## src/rtl/module_countdown_timer.sv

```systemverilog
// Programmable down-counter with a clock prescaler.
// A load captures a start value and counts down to zero, one step every
// PRESCALE cycles, then pulses done_o for one cycle.
// Optional macro COUNTDOWN_AUTO_RELOAD_EN: on reaching zero the last nonzero
// load value is reloaded and counting continues, giving a periodic done_o.
module module_countdown_timer #(
  parameter int PRESCALE = 10,
  parameter int WIDTH    = 6
) (
  input  logic             clk,
  input  logic             rst,
  input  logic             load_i,
  input  logic [WIDTH-1:0] value_i,
  input  logic             abort_i,
  output logic [WIDTH-1:0] count_o,
  output logic             busy_o,
  output logic             done_o
);

  // Prescaler needs at least one bit, even when PRESCALE is 1.
  localparam int PW = (PRESCALE > 1) ? $clog2(PRESCALE) : 1;

  localparam logic [0:0] S_IDLE = 1'b0;
  localparam logic [0:0] S_RUN  = 1'b1;

  logic [0:0]       state_reg;
  logic [WIDTH-1:0] count_reg;
  logic [PW-1:0]    pre_reg;
  logic             done_reg;
  logic             tick;

`ifdef COUNTDOWN_AUTO_RELOAD_EN
  logic [WIDTH-1:0] reload_reg;
`endif

  assign tick    = (pre_reg == PW'(PRESCALE - 1));
  assign count_o = count_reg;
  assign busy_o  = (state_reg == S_RUN);
  assign done_o  = done_reg;

  // Control FSM, prescaler and count register; abort beats load beats tick.
  always_ff @(posedge clk) begin
    if (!rst) begin
      state_reg <= S_IDLE;
      count_reg <= '0;
      pre_reg   <= '0;
      done_reg  <= 1'b0;
`ifdef COUNTDOWN_AUTO_RELOAD_EN
      reload_reg <= '0;
`endif
    end else begin
      done_reg <= 1'b0;
      if (abort_i) begin
        // Abort freezes the count where it is; in IDLE this changes nothing.
        state_reg <= S_IDLE;
        pre_reg   <= '0;
      end else if (load_i) begin
        pre_reg <= '0;
        if (value_i != '0) begin
          count_reg <= value_i;
          state_reg <= S_RUN;
`ifdef COUNTDOWN_AUTO_RELOAD_EN
          reload_reg <= value_i;
`endif
        end else begin
          // Zero load completes immediately.
          count_reg <= '0;
          done_reg  <= 1'b1;
          state_reg <= S_IDLE;
        end
      end else if (state_reg == S_RUN) begin
        if (tick) begin
          pre_reg <= '0;
          if (count_reg == WIDTH'(1)) begin
            done_reg <= 1'b1;
`ifdef COUNTDOWN_AUTO_RELOAD_EN
            count_reg <= reload_reg;
`else
            count_reg <= '0;
            state_reg <= S_IDLE;
`endif
          end else begin
            count_reg <= count_reg - WIDTH'(1);
          end
        end else begin
          pre_reg <= pre_reg + PW'(1);
        end
      end
    end
  end

endmodule

```

## config.mk

```make
export PLATFORM = sky130hd
export DESIGN_NAME = module_countdown_timer
export DESIGN_NICKNAME = d
export VERILOG_FILES = /design/src/rtl/module_countdown_timer.sv
export SDC_FILE = /design/constraint.sdc
export NUM_CORES = 1
export LEC_CHECK = 0
export ABC_AREA = 0
export BUFFER_PORTS_ARGS = -buffer_cell sky130_fd_sc_hd__buf_2
export CORE_MARGIN = 2
export CORE_UTILIZATION = 50
export DETAILED_ROUTE_END_ITERATION = 10
export GPL_TIMING_DRIVEN = 0
export PLACE_DENSITY = 0.85
export REMOVE_ABC_BUFFERS = 1
export SLEW_MARGIN = 40
export SYNTH_ARGS = -nofsm -noshare
export SYNTH_HDL_FRONTEND = slang
export SYNTH_SLANG_ARGS = --single-unit
```

## constraint.sdc

```tcl
create_clock -name clk -period 2.1 [get_ports clk]
set_clock_uncertainty 0.15 [all_clocks]
set_input_delay 0.21 -clock clk [delete_from_list [all_inputs] [get_ports clk]]
set_output_delay 0.21 -clock clk [all_outputs]
set_load 0.01 [all_outputs]
```

# Yosys cells after proc, flatten, opt, wreduce, memory -nomap -nowiden
# Index checks and enable logic that the tools add are counted.
[totals]
output_inout_bits = 8
in_bits = 10
regBits = 12
wordCells = 32
[op_classes]
eq_ne = 2
n_mux = 16
n_reduce_logical = 6
n_bitwise = 2
addsub = 2
[op_table]
columns = ["operator", "count"]
rows = [
  ["$mux W6", 5],
  ["$mux W1", 10],
  ["$eq A6 B1 Y1 const B", 1],
  ["$reduce_bool A6 Y1", 1],
  ["$sub A6 B1 Y6 const B", 1],
  ["$add A4 B1 Y4 const B", 1],
  ["$eq A4 B4 Y1 const B", 1],
  ["$mux W4", 1],
  ["$reduce_bool A2 Y1", 2],
  ["$reduce_and A3 Y1", 1],
  ["$reduce_or A3 Y1", 1],
  ["$not A1 Y1", 2],
  ["$reduce_or A2 Y1", 1],
]

# Logic depth before layout (Yosys ltp)
[depth]
depth_word = 5
depth_mapped = 6
depth_no_buf = 6

# Worst setup path after synthesis
# Ideal clock, no wire load.
[synth_path]
path_type = "flip-flop to flip-flop"
startpoint = "reg count_reg[0], in the netlist count_o[0]"
endpoint = "reg count_reg[0], in the netlist count_o[0]"
arrival_time_ps = 1447
t_required_ps = 1822
synth_period_minus_slack_ps = 1725
slack_ps = 375
path_stages_with_launch = 6
n_path_buf = 0
setup_time_ps = 128
cell_sequence = "dfxtp_1 > ha_1 > nor3b_1 > a21oi_1 > a221oi_1 > a211oi_1"
[synth_via]
elab_chain_cells = 5
word_cells_on_any_way = 6
classes_between = "add/sub (1); eq/ne (1); mux (4)"
[synth_rtl]
columns = ["element", "line_no", "rtl"]
rows = [
  ["start: declaration", "27", "logic [WIDTH-1:0] count_reg;"],
  ["start signal: assignment", "60", "count_reg <= value_i;"],
  ["start signal: assignment", "83", "count_reg <= count_reg - WIDTH'(1);"],
  ["$sub A6 B1 Y6 / $eq A6 B1 Y1 (equally long branches)", "83, 74", ""],
  ["$mux W6 (*)", "74", "if (count_reg == WIDTH'(1)) begin"],
  ["$mux W6 (*)", "72", "if (tick) begin"],
  ["$mux W6 (*)", "71", "end else if (state_reg == S_RUN) begin"],
  ["$mux W6 (*)", "57", "end else if (load_i) begin"],
]
# Every way passes the cells marked *; elsewhere a longest branch is shown, timed or not. The select of a mux whose other input is x is not followed.
# A chain may end at the register's enable or synchronous reset.

# Final worst setup path
# Ends and elaborated chain as after synthesis.

==> out/metrics.cfg <==
[yosys]
synth-simple-area-share_pct=28.2
synth_top_family_by_area=simple AND/OR/NAND/NOR gates
yosysSeqAreaShare_pct=34.5
synth_flop_cell=dfxtp_1
ys_top_cells_by_area=dfxtp_1 34%, nor2_1 7.0%, a21oi_1 6.5%
synth_top_area_share_pct=34.5
synth_edf_count=0
synth-compound-area-share_pct=24.6
syn_area_um2=697
ys.warnings.count=0
synthArstFlopShare_pct=0
synthXorXnorAreaFrac_pct=3.77
synth.distinct_cells=30
synthMuxAreaShare_pct=0
synth_top_area_cell=dfxtp_1
yosys.area_share.adder_pct=3.59
syn_area_per_cell_um2=7.92
ys_ff_latch=12
syn_inst=88

[placement]
hpwl_um=1140
place_congestion=0.837
io_buffers=17

[drt]
routed-via-count=729
drt_pass1_iterations=4
via_per_inst=5.98
antenna_left=0
drcViolationCount=0
drt_wl_total_um=1530
drt_iter0_markers=23
post_drt_wl_per_cell_um=12.6

[final_layout]
largest_reg_flops=6
num-nets-final=120
regArea_um2=240
drive_above_1_share_pct=21.5
multiInputGateArea_um2=419
antennaDiodeCount=0
layout_commonest_cell=buf_2
final_cell_mix=17 x buf_2, 13 x nor2_1, 12 x dfxtp_1
area_delta_synth_final_pct=18.0
fill_cells=127

[clocking]
cts_tree=yes
insertion_delay_ns=0.28
hold_buffers=0
cts_resized=0
post_cts_buffers=0
clockRootBuffer=clkbuf_4
cts_max_level=1
clockBufferDepth=2
cts.sinks=12
cts_made_buffers=3
path_clk_slew_ns=0.08

[global_routing]
grt_overflow=0
grt_usage_pct=21.4
grt_pass1_wl_um=2390
grt_antenna_before_repair=0
grt_pass1_vias=601
grt_max_degree=17

[sta]
tightestPinTransition_ns=0.534
layout_min_cycle_time_ns=1.96
setup_tns_ns=0
rsz0062_at_grt=false
hold_viol=0
post-route-period-util_pct=93.1
slew_headroom_pct=64.3
max_freq_mhz=511
setup_viol=0
drv_slew=0

[critical_path]
cp_cell_sequence=ha_1, nor3b_1, a21oi_1, a221oi_1, a211oi_1
path_class=reg -> reg
cp_slowest_stage_delay_ns=0.47
worstPathMaxFanout=5
crit_start=count_o[0]
reg2reg_from=count_o[0]
cp-end-kind=flip-flop
worst-r2r-setup-slack_ns=0.14
rr_worst_depth=5
arrival_ns=1.96
startpoint_type=flip-flop
critPathRequiredTime_ns=2.11
regToRegEndpoint=count_o[0]
worstSetupEndpoint=count_o[0]
critPathSlowestCell=nor3b_1

[flow_run]
drv_cap=0

[power_and_ir_drop]
netSwitchingPower_mw=0.149
finalPower_mw=0.532
cellLeakagePower_nw=0.346
pwr-share-comb_pct=18.0
vdd_drop_max_mv=0.379
seq_power_share_pct=46.5
switching_share_pct=28.0
power_density_nw_per_um2=647
clockPowerShare_pct=35.5
intPower_mw=0.383

[run_status]
status=complete, no violations

[floorplan]
die_x_um=41.3
start_util_pct=53.6
die_y_um=41.3
row_count=13
die_area_um2=1710
ios=18
coreArea_um2=1300

[worst_hold_path]
hold_class=in -> reg

## synthesized netlist by cell type, drive strengths merged, types with 2 or more instances
cell type	instances
xor2	2
o32ai	2
nor3b	5
nand2b	3
dfxtp	12
a21oi	9
nand2	6
o21ai	4
nor2	13
nand4	3
a221oi	2
inv	6
ha	2
a31oi	3
## power by group through the flow
stage / Clock (mW) / Sequential, mW / Combinational, mW
6_report: 0.189 / 0.247 / 0.0957
3_5_place_dp: 0 / 0.252 / 0.0938
4_1_cts: 0.192 / 0.247 / 0.0947
5_1_grt: 0.201 / 0.249 / 0.106
3_3_place_gp: 0 / 0.252 / 0.0916
2_1_floorplan: 0 / 0.255 / 0.0549
## critical path, delay by kind of cell (launching register included)
kind	cells	cell delay [ns]
AO/OA/AOI/OAI	3	0.62
adder cells (fa/ha/maj)	1	0.20
flip-flops	1	0.40
AND/OR/NAND/NOR	1	0.47
## layer usage
layer / wire length (um) / track usage [%] / vias up
met5: 0 / 0 / -
met4: 32 / 8.87 / 0
met3: 78 / 3.19 / 4
met2: 704 / 36.3 / 25
met1: 718 / 26.9 / 338
li1: - / - / 362
## worst min path at each step
| stage | startpoint | end | slack, ns | depth (start not counted) |
|---|---|---|---|---|
| after floorplan | rst | count_o[4] | 0.20 | 2 |
| after detailed placement | count_o[1] | count_o[1] | 0.33 | 2 |
| final | value_i[4] | count_o[4] | 0.07 | 3 |
| after CTS | value_i[4] | count_o[4] | 0.06 | 3 |
| after global routing | rst | count_o[5] | 0.08 | 2 |
| after global placement | count_o[3] | count_o[3] | 0.33 | 2 |
## cells by family after synthesis
kind of cell,after synthesis
XOR/XNOR,3
adder cells (fa/ha/maj),2
buffers and inverters,8
flip-flops,12
AO/OA/AOI/OAI,26
AND/OR/NAND/NOR,37
## stage by stage
| stage | worst slack [ns] | util [%] | hold WS (ns) | instance area (um^2) | instances |
|---|---|---|---|---|---|
| floorplan | 0.372 | - | 0.196 | 682 | 86 |
| global placement | 0.159 | 60.4 | 0.330 | 786 | 118 |
| detailed placement | 0.164 | 60.4 | 0.334 | 786 | 118 |
| CTS | 0.143 | 63.2 | 0.0620 | 822 | 122 |
| global route | 0.0175 | 63.2 | 0.0813 | 822 | 122 |
| finish | 0.145 | 63.2 | 0.0667 | 822 | 122 |
## final cells by class
| type | count | share of cell area, % |
|---|---|---|
| multi-input combinational | 68 | 51.0 |
| sequential | 12 | 29.2 |
| timing repair buffer | 17 | 10.4 |
| clock buffer | 4 | 4.41 |
| inverter | 6 | 2.74 |
| tap | 15 | 2.28 |
Power figures use the tool's default switching activity.
